$ cat src/rtl/pc_fetch_ctrl.sv
// Instruction fetch controller: owns the fetch PC, issues one instruction-memory
// request at a time, and redirects on jr/jump/taken-branch.
module pc_fetch_ctrl #(
    parameter logic [31:0] RESET_PC = 32'h0000_0000
) (
    input  logic        clk,
    input  logic        rstd,
    input  logic        taken,
    input  logic        br_valid,
    input  logic        jump,
    input  logic        jr,
    input  logic [31:0] ctl_pc4,
    input  logic [15:0] offset,
    input  logic [25:0] jtarget,
    input  logic [31:0] jr_addr,
    input  logic        stall,
    output logic        imem_req,
    output logic [31:0] imem_addr,
    input  logic        imem_ack,
    input  logic [31:0] imem_rdata,
    output logic [31:0] inst,
    output logic [31:0] inst_pc,
    output logic        inst_valid
);

    typedef enum logic [1:0] {
        IDLE  = 2'b00,
        FETCH = 2'b01,
        HOLD  = 2'b10,
        DRAIN = 2'b11
    } state_t;

    state_t      r_state;
    state_t      w_state_nxt;
    logic [31:0] r_fetch_pc;
    logic [31:0] r_imem_addr;
    logic        r_imem_req;
    logic [31:0] r_inst;
    logic [31:0] r_inst_pc;
    logic        r_inst_valid;

    logic [31:0] w_fetch_pc_nxt;
    logic [31:0] w_imem_addr_nxt;
    logic        w_imem_req_nxt;
    logic [31:0] w_inst_nxt;
    logic [31:0] w_inst_pc_nxt;
    logic        w_inst_valid_nxt;

    logic        w_redirect;
    logic [31:0] w_br_target;
    logic [31:0] w_target;
    logic [31:0] w_resume_pc;

    // Redirect decode and target selection (jr beats jump beats branch).
    always_comb begin
        w_redirect  = jr | jump | (br_valid & taken);
        w_br_target = ctl_pc4 + {{14{offset[15]}}, offset, 2'b00};
        if (jr) begin
            w_target = {jr_addr[31:2], 2'b00};
        end else if (jump) begin
            w_target = {ctl_pc4[31:28], jtarget, 2'b00};
        end else begin
            w_target = w_br_target;
        end
        // Where to fetch once a stale response has been retired.
        if (w_redirect) begin
            w_resume_pc = w_target;
        end else begin
            w_resume_pc = r_fetch_pc;
        end
    end

    // Next-state and next-output computation; every register holds by default.
    always_comb begin
        w_state_nxt      = r_state;
        w_fetch_pc_nxt   = r_fetch_pc;
        w_imem_addr_nxt  = r_imem_addr;
        w_imem_req_nxt   = r_imem_req;
        w_inst_nxt       = r_inst;
        w_inst_pc_nxt    = r_inst_pc;
        w_inst_valid_nxt = r_inst_valid;
        case (r_state)
            IDLE: begin
                w_state_nxt      = FETCH;
                w_imem_req_nxt   = 1'b1;
                w_inst_valid_nxt = 1'b0;
                w_fetch_pc_nxt   = w_resume_pc;
                w_imem_addr_nxt  = w_resume_pc;
            end
            FETCH: begin
                if (imem_ack) begin
                    if (w_redirect) begin
                        w_state_nxt     = FETCH;
                        w_fetch_pc_nxt  = w_target;
                        w_imem_addr_nxt = w_target;
                    end else begin
                        w_state_nxt      = HOLD;
                        w_inst_nxt       = imem_rdata;
                        w_inst_pc_nxt    = r_imem_addr;
                        w_inst_valid_nxt = 1'b1;
                        w_fetch_pc_nxt   = r_imem_addr + 32'd4;
                        w_imem_req_nxt   = 1'b0;
                    end
                end else if (w_redirect) begin
                    // The in-flight word is now stale; wait for it in DRAIN.
                    w_state_nxt    = DRAIN;
                    w_fetch_pc_nxt = w_target;
                end else begin
                    w_state_nxt = FETCH;
                end
            end
            HOLD: begin
                if (w_redirect) begin
                    w_state_nxt      = FETCH;
                    w_fetch_pc_nxt   = w_target;
                    w_imem_addr_nxt  = w_target;
                    w_imem_req_nxt   = 1'b1;
                    w_inst_valid_nxt = 1'b0;
                end else if (!stall) begin
                    w_state_nxt      = FETCH;
                    w_imem_addr_nxt  = r_fetch_pc;
                    w_imem_req_nxt   = 1'b1;
                    w_inst_valid_nxt = 1'b0;
                end else begin
                    w_state_nxt = HOLD;
                end
            end
            DRAIN: begin
                if (imem_ack) begin
                    w_state_nxt     = FETCH;
                    w_fetch_pc_nxt  = w_resume_pc;
                    w_imem_addr_nxt = w_resume_pc;
                    w_imem_req_nxt  = 1'b1;
                end else if (w_redirect) begin
                    w_state_nxt    = DRAIN;
                    w_fetch_pc_nxt = w_target;
                end else begin
                    w_state_nxt = DRAIN;
                end
            end
            default: begin
                w_state_nxt      = IDLE;
                w_imem_req_nxt   = 1'b0;
                w_inst_valid_nxt = 1'b0;
            end
        endcase
    end

    // State and registered outputs; reset abandons any outstanding request.
    always_ff @(posedge clk or negedge rstd) begin
        if (!rstd) begin
            r_state      <= IDLE;
            r_fetch_pc   <= RESET_PC;
            r_imem_addr  <= RESET_PC;
            r_imem_req   <= 1'b0;
            r_inst       <= 32'h0000_0000;
            r_inst_pc    <= 32'h0000_0000;
            r_inst_valid <= 1'b0;
        end else begin
            r_state      <= w_state_nxt;
            r_fetch_pc   <= w_fetch_pc_nxt;
            r_imem_addr  <= w_imem_addr_nxt;
            r_imem_req   <= w_imem_req_nxt;
            r_inst       <= w_inst_nxt;
            r_inst_pc    <= w_inst_pc_nxt;
            r_inst_valid <= w_inst_valid_nxt;
        end
    end

    assign imem_req   = r_imem_req;
    assign imem_addr  = r_imem_addr;
    assign inst       = r_inst;
    assign inst_pc    = r_inst_pc;
    assign inst_valid = r_inst_valid;

endmodule

$ cat config.mk
export PLATFORM = sky130hd
export DESIGN_NAME = pc_fetch_ctrl
export DESIGN_NICKNAME = d
export VERILOG_FILES = /design/src/rtl/pc_fetch_ctrl.sv
export SDC_FILE = /design/constraint.sdc
export NUM_CORES = 1
export LEC_CHECK = 0
export BUFFER_PORTS_ARGS = -buffer_cell sky130_fd_sc_hd__buf_2
export CAP_MARGIN = 25
export CORE_ASPECT_RATIO = 0.5
export CORE_MARGIN = 1.5
export CORE_UTILIZATION = 57
export CTS_CLUSTER_SIZE = 8
export DETAILED_ROUTE_END_ITERATION = 12
export PLACE_DENSITY = 0.87
export RECOVER_POWER = 100
export SLEW_MARGIN = 20
export SYNTH_ARGS = -nofsm -noshare
export SYNTH_HDL_FRONTEND = slang
export SYNTH_SLANG_ARGS = --single-unit
$ cat constraint.sdc
create_clock -name clk -period 3.1 [get_ports clk]
set_input_delay 0.62 -clock clk [delete_from_list [all_inputs] [get_ports clk]]
set_output_delay 0.62 -clock clk [all_outputs]
set_load 0.1 [all_outputs]
Yosys cells after proc, flatten, opt, wreduce, memory -nomap -nowiden
Cells that the tools add are included.
{ "word_totals": {"regBits": 132, "inputBits": 146} }
{ "op_classes": {"add_sub_neg": 2, "eq_ne": 8, "mux": 30, "n_bitwise": 4, "n_reduce_logical": 7} }
{ "op_table": {"columns": ["cell", "count"], "rows": [
  ["2-to-1 mux 32 bit", 10],
  ["one-hot mux 32 bit (4 select lines)", 1],
  ["one-hot mux 32 bit (2 select lines)", 1],
  ["adder 32 x 3 -> 32 bit (second input constant)", 1],
  ["adder 32 bit", 1],
  ["2-to-1 mux 2 bit", 6],
  ["AND reduction 4 bit", 3],
  ["2-to-1 mux 1 bit", 9],
  ["inequality test 2 bit (second input constant)", 4],
  ["one-hot mux 2 bit (4 select lines)", 1],
  ["== test 2 bit (second input constant)", 2],
  ["one-hot mux 1 bit (4 select lines)", 1],
  ["inequality test 3 bit (second input constant)", 1],
  ["one-hot mux 1 bit (3 select lines)", 1],
  ["AND reduction 3 bit", 1],
  ["nonzero test 3 bit", 1],
  ["OR reduction 3 bit", 1],
  ["== test 2 x 1 -> 1 bit (second input constant)", 1],
  ["zero test 2 bit", 1],
  ["OR 1 bit", 2],
  ["bitwise AND 1 bit", 1],
  ["inverter 1 bit", 1]
]} }

Longest topological paths before layout
Gate-level depths: netlist of run 1.
{ "logic_depth": {"depth_word": 6, "mapped_depth": 11} }

Worst setup path before layout of run 1
No wires, ideal clock.
{ "synth_path": {"kind": "input-to-reg", "start": "input offset[0]", "end": "register r_imem_addr[20], in the netlist imem_addr[20]", "setup_ns": 0.125, "arrival_ns": 2.864, "setup_slack_ns": 0.111, "stages": 10, "path_buffers": 0, "cell_sequence": "ha_1 > fa_1 > a21o_1 > a21oi_1 > o21ai_1 > a21oi_1 > o41a_1 > mux2i_1 > o31ai_1 > mux2_2"} }
{ "synth_between": {"elab_chain_cells": 6} }
{ "synth_lines": {"columns": ["element", "line_no", "source"], "rows": [
  ["start, declared", "13", "input logic [15:0] offset,"],
  ["adder 32 bit *", "57", "w_br_target = ctl_pc4 + {{14{offset[15]}}, offset, 2'b00};"],
  ["2-to-1 mux 32 bit *", "60", "end else if (jump) begin"],
  ["2-to-1 mux 32 bit *", "58", "if (jr) begin"],
  ["2-to-1 mux 32 bit", "92", "if (w_redirect) begin"],
  ["2-to-1 mux 32 bit (on tied branches)", "129, 91", null],
  ["one-hot mux 32 bit (4 select lines) *", "82", "case (r_state)"],
  ["end signal, assigned", "162", "r_imem_addr <= w_imem_addr_nxt;"],
  ["end, declared", "36", "logic [31:0] r_imem_addr;"]
]} }
Mark *: on every way between the ends. The rest lies on a longest branch, timed or not. The select of a mux whose other input is x is not followed.
A chain may end at the register's enable or synchronous reset.

Final worst setup path of run 1
{ "layout_path": {"start": "input offset[0]", "end": "register r_fetch_pc[10]"} }
{ "layout_between": {"elab_chain_cells": 6} }
{ "layout_lines": {"columns": ["element", "line_no", "source"], "rows": [
  ["adder 32 bit *", "57", null],
  ["2-to-1 mux 32 bit *", "60", null],
  ["2-to-1 mux 32 bit *", "58", null],
  ["2-to-1 mux 32 bit (on tied branches)", null, null],
  ["2-to-1 mux 32 bit", "91", "if (imem_ack) begin"],
  ["one-hot mux 32 bit (2 select lines) *", "82", null],
  ["net w_fetch_pc_nxt[10]", "42", "logic [31:0] w_fetch_pc_nxt;"],
  ["end signal, assigned", "161", "r_fetch_pc <= w_fetch_pc_nxt;"],
  ["end, declared", "35", "logic [31:0] r_fetch_pc;"]
]} }
Mark *: on every way through the listed nets, which the timed path passes. The rest lies on a longest branch.

==> summary.md, run 1 <==
| Metric | Value |
|---|---|
| Fin crit period | a little over 3000 ps |
| Worst Path Arrival | about 3400 ps |
| CP Max Fanout | 3 |
| Number of global-route vias before repair | around 8,100 |
| EDFF count, synth | 0 |
| R2R depth | 6 |
| GRT Residual Overflow | 0 |
| Top Family by Delay on Critical Path | compound AO/OA/AOI/OAI gates |
| Max Buffers Root-to-Sink | 2 |
| CP Buf/Inv Count | 3 |
| Effective utilization at floorplan | 58.55% |
| Die Area | between 15,000 and 20,000 µm² |
| Max Freq | ~330 MHz |
| Final #Nets | 1,404 |
| CP Depth | 13 |
| Status | finished with violations |
| Post-synthesis register bit count | ~130 |
| Crit. End Element | flop |
| VDD IR max | just under 0.7 mV |
| Most numerous cell in the Yosys netlist | dfrtp_1 |
| # H-tree levels | 4 |
| Ant diodes | 0 |
| Kind of critical path | input pin to flop |
| HP Class | input pin to flop |
| Routed length per instance | ~19 µm |
| Number of routed nets with antenna violations | 0 |
| Synth top area cells | dfrtp_1 (39%), mux2_2 (8.8%), a21oi_1 (5.1%) |
| Vias/cell | 6.021 |
| Final HPWL DP | between 15,000 and 20,000 µm |
| IO Port Bufs | 241 |
| Failing checks | capacitance limit, slew limit |
| Share of cells above drive strength 1 | between 20% and 30% |
| Fill cells | 1,123 |
| CP max stage cell | a222oi_1 |
| Setup violators final | 0 |
| Layout Area Growth over Synthesis | 27.62% |
| Global route hottest layer | met2 |
| Cell row count | 31 |
| Post-synth top area share | about 40% |
| Grt met3 use | 5.527% |
| Critical-path cell list | buf_2 > ha_1 > fa_1 > a21o_1 > a21oi_2 > o21ai_2 > buf_4 > a21o_1 > a21oi_1 > xnor2_1 > a222oi_1 > buf_4 > o21ai_0 |
| Delay of the slowest critical-path stage | between 600 and 700 ps |
| Cells after synthesis | between 900 and 1,000 |
| Final Cycle Share | 99.22% |
| Most frequent cells after synthesis | dfrtp_1 (132), nand2_1 (100), a21oi_1 (86) |
| CTS tree | yes |
| Power, Total | about 9.8 mW |
| Prevailing post-synth register cell | dfrtp_1 |
| Placed cells | 1,404 |
| Cts hold-fix bufs | 0 |
| Max-slew violations | 65 |
| Worst EP required | 3370 ps |
| Total track usage | 34.37% |
| Core ar. | roughly 15,000 µm² |
| Sequential area share after synthesis | 38.89% |
| DRT Pass-1 Iters | 5 |
| M2 GR Usage | about 57% |
| Yosys warning count | 0 |
| Die height | between 80 and 90 µm |
| Layout Cells excl Fill | 1,436 |
| 1st-iter DRT viols | 893 |
| Mapped Nets | approximately 1,100 |
| Chip width | around 180 µm |
| Worst slew margin | -1.963% |
| TritonCTS buffer count | 17 |
| Startpoint Class | input pin |
| Clock transition at path regs | approximately 70 ps |
| MaxCap Viol Count | 1 |
| Post-synth top area cell | dfrtp_1 |
| CTS Root Cell | clkbuf_16 |
| Total wire length | between 20,000 and 30,000 µm |
| Largest net degree at the start of global routing | 65 |
| P_leak | between 4 and 5 nW |
| DRC errors left | 0 |
| Netlist Area Pre-Place | between 8000 and 9000 µm² |
| Vias | ~8,600 |
| Final Hold Fails | 0 |
| Pwr dens | about 910 nW/µm² |
| Worst-Skew Late Latency | around 430 ps |
| Yosys cell types | 71 |
| IO Pins | around 240 |
| Clk_skew | 10.91 ps |
| Global-route met1 utilization | 46.44% |
| Hold Path Cell Cnt | 2 |
| CTS Sinks | about 130 |
| Slew @ Worst Pin | ~1500 ps |
| Final Wtd Congestion | between 0.9 and 1 |
| Synth Area per Inst | roughly 9.1 µm² |
| Initial antenna violation count | 0 |
| Global-route wire length before repair | approximately 42,000 µm |
| Asr flop ratio synth | 100.0% |
==> routing by layer <==
metal | part of all wire [%] | routed length [µm] | vias to the layer above
li1 | - | - | 4010
met1 | 43 | 11640 | 4089
met2 | 46 | 12550 | 482
met3 | 9.1 | 2464 | 65
met4 | 2.0 | 554 | 0
met5 | 0 | 0 | -
==> cell usage in the layout, fill, tap and decap left out, drive strengths merged, types with 14 or more instances in the layout <==
cell type	n
nand2b	14
nand2	100
ha	32
dfrtp	132
o21ai	57
buf	220
xor2	26
a21o	26
and3	21
o211ai	26
nand4	14
a21oi	87
mux2	66
nor2	68
inv	17
nand3	31
xnor2	15
clkbuf	127
==> power breakdown <==
| group | total, mW | switching (mW) | internal, mW | leakage [nW] |
|---|---|---|---|---|
| logic | 5.21 | 4.25 | 0.956 | 3.09 |
| registers | 2.59 | 0.377 | 2.21 | 1.57 |
| clock network | 2.03 | 0.827 | 1.21 | 0.285 |
==> cell type report <==
cell class	instances	area, µm²	share of cell area [%]
clock inverter	14	165.2	1.524
inverter	12	45.04	0.4156
sequential	132	3303	30.47
tap	198	247.7	2.286
timing repair buffer	329	1718	15.85
clock buffer	18	429.2	3.959
multi-input combinational	733	4931	45.49
==> repair_timing <==
item | CTS | global route
setup buffers | 0 | 0
endpoints found under the hold margin | 0 | 0
endpoints found under the setup margin | 0 | 5
resized for setup | 0 | 3
==> final timing paths <==
| path | endpoint | startpoint | slack [ps] |
|---|---|---|---|
| worst min register to register | inst[0]$_DFFE_PN0P_ | inst[0]$_DFFE_PN0P_ | 510 |
| worst max register to register | r_fetch_pc[15]$_DFF_PN0_ | r_state[0]$_DFF_PN0_ | 520 |
| min in group asynchronous | r_fetch_pc[3]$_DFF_PN0_ | rstd | 580 |
| max in group asynchronous | r_fetch_pc[25]$_DFF_PN0_ | rstd | 740 |
| worst max-delay path | r_fetch_pc[10]$_DFF_PN0_ | offset[0] | 20 |
| worst min-delay path | inst[2]$_DFFE_PN0P_ | imem_rdata[2] | 420 |
==> worst reg2reg max path, delay by kind of cell, from the launching register on <==
| family | cells | cell delay [ps] |
|---|---|---|
| buffers and inverters | 1 | 860 |
| AND/OR/NAND/NOR | 3 | 750 |
| flip-flops | 1 | 480 |
| AO/OA/AOI/OAI | 2 | 370 |
==> cell families after synthesis <==
family / Yosys count / share of synthesized area (%)
AOI/OAI and AO/OA: 285 / 22.00
xor gates and xnor gates: 41 / 4.228
adders and majority gates: 33 / 4.950
buffers and inverters: 68 / 3.167
DFF: 132 / 38.89
muxes: 77 / 10.05
and+or+nand+nor: 297 / 16.72
==> registers in the layout, summed over array words and instances (netlist names) <==
register / flops
r_fetch_pc: 32
inst: 32
inst_pc: 32
inst_valid: 1
r_state: 2
imem_req: 1
imem_addr: 32
==> per-stage QoR <==
step                      utilization (%)  hold slack, ps  setup TNS, ps  instance area [µm²]  setup slack, ps
after floorplan                         -           324.4              0                 8493            111.0
after global placement              71.86           481.0          -1628                10420           -353.6
after detailed placement            71.86           486.7          -2501                10420           -392.7
after CTS                           75.95           194.4              0                11020            28.67
after global routing                74.72           424.6         -10.71                10840           -7.580
final                               74.72           419.9              0                10840            24.33
Note: power is estimated with default switching activity, not from simulation.
==> run 2, diff against run 1 <==
- CORE_UTILIZATION: 57 -> 48
- PLACE_DENSITY: 0.87 -> 0.78
- clock period: 3.1 -> 2.6 ns (I/O delays scaled with it)
==> run 2 against run 1 <==
The flow now finishes without violations. Core utilization fell by 9.2 points. Power rose by 18%. Clock power rose by 7%. Hold slack worse by 81 ps. Combinational power is 21% higher. Die area up 18%. Cell count rose by 5.6%.
==> summary.md, run 2 (synthesis results as in run 1) <==
| Metric | Value |
|---|---|
| Unrepaired setup endpoints after global routing | yes |
| Gate power share | 54.5% (+1.5 points) |
| Power, Total | 11.58 mW (+18%) |
| Worst slew margin | 5.866% (+7.8 points) |
| Vias/cell | 5.771 (-4.1%) |
| Share of cells above drive strength 1 | 32.84% (+5.4 points) |
| DRT Pass-1 Iters | 5 (unchanged) |
| IO Port Bufs | 241 (unchanged) |
| Ant diodes | 0 (unchanged) |
| Clk_skew | 8.610 ps (-2.303 ps) |
| Die height | 97.06 µm (+8.7%) |
| Cts hold-fix bufs | 0 (unchanged) |
| Total wire length | 27,330 µm (+0.44%) |
| Fin crit period | 2561 ps |
| Final Cycle Share | between 90 and 100% |
| Sequential power share | 26.7% (+0.4 points) |
| Layout Cells excl Fill | 1,516 (+5.6%) |
| CP Max Fanout | 5 (+2) |
| Effective utilization at floorplan | 48.93% (-9.6 points) |
| Crit. End Element | flop |
| Clock share of power | 18.9% (-1.8 points) |
| Worst Path Arrival | 2840 ps (-510 ps) |
| Number of global-route vias before repair | 8,354 (+2.6%) |
| Cell row count | 34 (+9.7%) |
| CTS Root Cell | clkbuf_16 |
| Clock transition at path regs | 60 ps (about the same) |
| Final setup margin | 39.38 ps (+15.05 ps) |
| Vias | 8,749 (+1.2%) |
| Post-Route Utilization | 65.56% (-9.2 points) |
| GRT Residual Overflow | 0 (unchanged) |
| Post-placement setup slack | -495.7 ps (-103.0 ps) |
| Status | completed |
| Routed length per instance | 18.03 µm (-4.9%) |
| VDD IR max | 1.333 mV (+98%) |
| Max Buffers Root-to-Sink | 2 (unchanged) |
| HP Class | input pin to flop |
| Number of routed nets with antenna violations | 0 (unchanged) |
| DRC errors left | 0 (unchanged) |
| Setup tns final | 0 ps (unchanged) |
| Layout Area Growth over Synthesis | 33.97% |
| 1st-iter DRT viols | 790 (-12%) |
| NetSw | 6.387 mW (+17%) |
| Sw Share | 55.13% (-0.38 points) |
| Design area | 11,380 µm² (+5.0%) |
| Placed cells | 1,484 (+5.7%) |
| Global-route wire length before repair | 42,070 µm (+1.1%) |
| Kind of critical path | input pin to flop |
| TritonCTS buffer count | 17 (unchanged) |
| Total track usage | 28.64% (-5.7 points) |
| Final Wtd Congestion | 0.9047 (-1.5%) |
| IO Pins | 244 (unchanged) |
| CTS tree | yes |
| CTS Sinks | 132 (unchanged) |
| Most common cell after layout, fill and taps aside | buf_2 |
| Die Area | 18,550 µm² (+18%) |
| Largest net degree at the start of global routing | 57 (-12%) |
| Setup violators final | 0 (unchanged) |
| Final Hold Fails | 0 (unchanged) |
| Startpoint Class | input pin |
| Commonest non-fill, non-tap cells in the layout | buf_2 (139), buf_4 (121), dfrtp_1 (120) |
| Internal power | 5.198 mW (+19%) |
| Pwr dens | 1018 nW/µm² (+12%) |
| # H-tree levels | 4 (unchanged) |
| Max Freq | between 300 and 400 MHz |
| Worst EP required | 2880 ps (-490 ps) |
| Worst hold slack | 339.2 ps (-80.67 ps) |
| Final #Nets | 1,448 (+3.1%) |
| Slew @ Worst Pin | 1412 ps (-117.4 ps) |
| DP Area | 10,910 µm² (+4.7%) |
| Initial antenna violation count | 0 (unchanged) |
| Core ar. | 17,360 µm² (+20%) |
| Max-slew violations | 0 (-100%) |
| MaxCap Viol Count | 0 (-1) |
| Chip width | 191.1 µm (+8.8%) |
| Final HPWL DP | 20,450 µm (+2.3%) |
| P_leak | 5.171 nW (+4.7%) |
| Worst-Skew Late Latency | 410 ps (-20 ps) |
## run 2: cell types whose count changed in the layout (fill, tap and decap cells not counted), sizes merged
cell	before	now
buf	220	262
bufinv	2	1
clkbuf	127	133
clkinv	5	9
inv	17	10
## run 2: timing repair
| item | CTS | global route |
|---|---|---|
| resized for setup | 1 | 23 |
| pin swaps | 0 | 12 |
| endpoints found under the setup margin | 2 | 15 |
| cloned | 0 | 0 |
| buffers inserted | 0 | 0 |
## run 2: worst paths after layout
kind	from	endpoint	slack (ps)	cells past startpoint
min reg2reg	inst[16]$_DFFE_PN0P_	inst[16]$_DFFE_PN0P_	500	1
min in group asynchronous	rstd	inst[9]$_DFFE_PN0P_	440	1
max	ctl_pc4[2]	r_fetch_pc[26]$_DFF_PN0_	40	13
min	imem_rdata[9]	inst[9]$_DFFE_PN0P_	340	2
max reg2reg	r_state[1]$_DFF_PN0_	imem_addr[9]$_DFFE_PN0P_	300	6
max in group asynchronous	rstd	imem_addr[16]$_DFFE_PN0P_	380	2
## run 2: critical path: stages
cell,delay (ps)
buf_6,100
ha_4,150
fa_2,340
a21o_1,200
a21oi_2,170
o21ai_2,120
a21oi_4,210
o41a_1,320
buf_4,170
o211ai_1,80
a31oi_1,220
buf_4,170
o22ai_2,70
## run 2: layer usage
layer	global-route usage (%)	wire, µm
met1	39.95	11970
met2	45.46	12410
met3	3.936	2293
met4	10.52	664
met5	0	0
## run 2: cell type report
type / instances / area (µm²)
fillers: 1440 / 5978
clock buffers: 22 / 454.2
flip-flops and latches: 132 / 3318
multi-input cells: 733 / 5129
clock inverters: 10 / 83.83
repair buffers: 373 / 2056
well taps: 234 / 292.8
inverters: 12 / 45.04
## run 2: power groups by stage
stage	logic, mW	clock network [mW]	registers [mW]
floorplan	1.30	0	6.78
CTS	6.42	2.21	3.06
global route	6.55	2.30	3.16
detailed placement	6.40	0	3.09
finish	6.31	2.18	3.09
global placement	6.32	0	3.03
==> run 3, diff against run 2 <==
- ABC_AREA: default -> 1
- ABC_CLOCK_PERIOD_IN_PS: default -> 2600
- CORE_UTILIZATION: 48 -> 49
- TNS_END_PERCENT: default -> 100
==> run 3 against run 2 <==
The run now ends with capacitance limit, slew limit left. Design area is 2.6% higher. Sequential cell count is the same. Synthesized cell count increased by 52%. Sequential share of layout area fell by 0.86 points. Via count up 19%. Wire length up 10%. Non-clock buffer count shrank 76. Global-route usage rose by 1.1 points. Power rose by 26%.
==> summary.md, run 3 <==
| Metric | Value |
|---|---|
| Status | finished with violations |
| Failing checks | capacitance limit, slew limit |
| Sequential area share after synthesis | 34.89% (-4.0 points) |
| CP max stage cell | clkbuf_1 |
| Layout Area Growth over Synthesis | 23.29% |
| HP Class | input pin to flop |
| EDFF count, synth | 0 (unchanged) |
| Worst Path Arrival | 2720 ps (-120 ps) |
| Delay of the slowest critical-path stage | 750 ps (+410 ps) |
| Top Family by Delay on Critical Path | buffers and inverters |
| Max Freq | 411.9 MHz (+5.5%) |
| WL met1 | 13,380 µm (+12%) |
| Largest net degree at the start of global routing | 52 (-8.8%) |
| Total wire length | 30,130 µm (+10%) |
| Kind of critical path | input pin to flop |
| Worst EP required | 2890 ps (about the same) |
| Prevailing post-synth register cell | dfrtp_1 |
| Setup violators final | 0 (unchanged) |
| CP Capture Point | imem_addr[3]$_DFFE_PN0P_ |
| CP Launch Point | jump |
| Worst reg2reg startpoint | imem_addr[2]$_DFFE_PN0P_ |
| Clk_skew | 12.25 ps (+3.639 ps) |
| IO Port Bufs | 241 (unchanged) |
| # H-tree levels | 4 (unchanged) |
| Post-synth top area cell | dfrtp_1 |
| Cells after synthesis | 1,414 (+52%) |
| Power, Total | 14.57 mW (+26%) |
| Asr flop ratio synth | 100.0% (unchanged) |
| Core ar. | 18,660 µm² (+7.5%) |
| Final Wtd Congestion | 0.9671 (+6.9%) |
| Startpoint Class | input pin |
| Max Buffers Root-to-Sink | 2 (unchanged) |
| CTS Sinks | 132 (unchanged) |
| Die Area | 20,210 µm² (+9.0%) |
| Pwr dens | 1248 nW/µm² (+23%) |
| Cts hold-fix bufs | 0 (unchanged) |
| GRT Residual Overflow | 0 (unchanged) |
| TritonCTS buffer count | 17 (unchanged) |
| Share of cells above drive strength 1 | 17.33% (-16 points) |
| Synth top area cells | dfrtp_1 (35%), nand2_1 (22%), inv_1 (6.1%) |
| CP dominant cell by count | nand2_1 |
| Yosys cell types | 43 (-39%) |
| CP Max Fanout | 18 (+13) |
| Vias/cell | 5.326 (-7.7%) |
| Unrepaired setup endpoints after global routing | no |
| Ant diodes | 0 (unchanged) |
| Worst-Skew Late Latency | 420 ps (about the same) |
| Top Metal Used | met4 |
| Number of global-route vias before repair | 9,408 (+13%) |
| Max-slew violations | 40 (+40) |
| Final HPWL DP | 23,290 µm (+14%) |
| Initial antenna violation count | 0 (unchanged) |
| CTS Root Cell | clkbuf_16 |
| R2r endpoint | r_fetch_pc[26]$_DFF_PN0_ |
| CP Depth | 11 (-2) |
| Die height | 101.3 µm (+4.4%) |
| Yosys warning count | 0 (unchanged) |
| Crit. End Element | flop |
| Most common cell after layout, fill and taps aside | nand2_1 |
| Routed wl met2 | 13,450 µm (+8.4%) |
| Global-route wire length before repair | 46,510 µm (+11%) |
| Post-cts resize count | 0 (-1) |
| Most numerous cell in the Yosys netlist | nand2_1 |
| Design area | 11,670 µm² (+2.6%) |
| MaxCap Viol Count | 1 (+1) |
| Commonest non-fill, non-tap cells in the layout | nand2_1 (550), inv_1 (155), buf_2 (142) |
| VDD IR max | 0.7113 mV (-47%) |
| Final Hold Fails | 0 (unchanged) |
| Final Cycle Share | 93.38% (-5.1 points) |
| Routed length per instance | 15.45 µm (-14%) |
| Clock transition at path regs | 60 ps (about the same) |
| Final #Nets | 1,858 (+28%) |
| Total track usage | 29.69% (+1.1 points) |
| Final setup margin | 172.0 ps (+132.6 ps) |
| DP Area | 11,230 µm² (+2.9%) |
| Vias | 10,390 (+19%) |
| Post-synth top area share | 34.89% (-4.0 points) |
| Netlist Area Pre-Place | 9467 µm² (+11%) |
| Cell row count | 35 (+2.9%) |
| CP Buf/Inv Count | 3 (unchanged) |
| Post-placement setup slack | -118.0 ps (+377.7 ps) |
| DRT Pass-1 Iters | 5 (unchanged) |
| Critical-path cell list | buf_2 > nor2_4 > nand2_1 > clkinv_1 > clkbuf_1 > or2_2 > nand2_1 > nand2_1 > o21ai_0 > nand2_1 > o21ai_0 |
| Post-synthesis register bit count | 132 (unchanged) |
| Number of routed nets with antenna violations | 0 (unchanged) |
| IO Pins | 244 (unchanged) |
| DRC errors left | 0 (unchanged) |
| CTS tree | yes |
| Synth Area per Inst | 6.695 µm² (-26%) |
| Metal3 WL | 2737 µm (+19%) |
| Slew @ Worst Pin | 2307 ps (+895.3 ps) |
| 1st-iter DRT viols | 836 (+5.8%) |
| Most frequent cells after synthesis | nand2_1 (550), inv_1 (155), dfrtp_1 (132) |
| Mapped Nets | 1,593 (+43%) |
| Chip width | 199.6 µm (+4.4%) |
| Effective utilization at floorplan | 50.74% (+1.8 points) |
| P_leak | 6.289 nW (+22%) |
| Fin crit period | 2428 ps (-132.6 ps) |
| Worst slew margin | -53.82% (-60 points) |
| Setup Buffers After CTS | 0 (unchanged) |
| Reg-to-reg slack, setup | 370 ps (+70 ps) |
| R2R depth | 16 (+10) |
-- run 3: changes by cell type in the layout (fill, tap and decap cells not counted), moves of 16 or more --
cell and delta:
buf_4 -74, inv_1 +145, nand2_1 +450, nand3_1 +31, o211ai_1 -16, a21o_1 -25, o21ai_0 +31, nor2_1 +28
mux2_2 -28, and3_1 -21
-- run 3: kinds of logic after synthesis --
family,Yosys count,synth area share (%)
AOI/OAI and AO/OA,214,12.48
xor gates and xnor gates,27,2.498
buffers and inverters,215,8.908
DFF,132,34.89
and+or+nand+nor,757,32.50
muxes,36,4.282
adders and majority gates,33,4.441
-- run 3: area by class of cell --
class | count | area (µm²)
clock buffers | 19 | 432.9
clock inverters | 12 | 158.9
fillers | 1804 | 6984
inverters | 164 | 615.6
multi-input cells | 1067 | 5315
flip-flops and latches | 132 | 3303
well taps | 259 | 324.1
repair buffers | 297 | 1521
-- run 3: stage by stage --
stage / utilization, % / instances / TNS [ps] / hold slack [ps]
2_1_floorplan: - / 1414 / 0 / 224.4
3_3_place_gp: 60.19 / 1919 / -97.55 / 462.4
3_5_place_dp: 60.19 / 1919 / -973.8 / 468.7
4_1_cts: 63.37 / 1950 / 0 / 103.3
5_1_grt: 62.56 / 1950 / 0 / 319.7
6_report: 62.56 / 1950 / 0 / 337.9
-- run 3: worst min-delay path by stage --
stage               slack (ps)                       end  cells past startpoint              startpoint
floorplan                  220  imem_addr[0]$_DFFE_PN0P_                      0                    rstd
global placement           460    inst_pc[5]$_DFFE_PN0P_                      2  inst_pc[5]$_DFFE_PN0P_
detailed placement         470    inst_pc[5]$_DFFE_PN0P_                      2  inst_pc[5]$_DFFE_PN0P_
CTS                        100  imem_addr[0]$_DFFE_PN0P_                      1                    rstd
global route               320       inst[4]$_DFFE_PN0P_                      2           imem_rdata[4]
finish                     340       inst[2]$_DFFE_PN0P_                      2           imem_rdata[2]
-- run 3: where the power goes --
| group | leakage, nW | total [mW] | switching (mW) | internal, mW |
|---|---|---|---|---|
| registers | 1.58 | 3.58 | 0.702 | 2.88 |
| clock network | 0.283 | 2.40 | 0.900 | 1.50 |
| logic | 4.42 | 8.58 | 7.22 | 1.36 |
-- run 3: per-layer routing --
layer  vias to the layer above  track usage, %
li1                       5052               -
met1                      4819           40.86
met2                       464           47.70
met3                        50           5.828
met4                         0           8.733
met5                         -               0
-- run 3: worst register-to-register path: stages, from the launching register on --
cell and delay, ps:
dfrtp_1 480, ha_1 290, nand3_4 120, nor2_4 130, nand2_2 100, nor2_4 110, nand2_2 90, nor2_4 140
nand2_2 90, o21ai_1 130, nand2_1 100, nand2_1 70, nand2_1 60, nand2_1 70, nand2_1 40, nand2_1 50
nand2_1 50
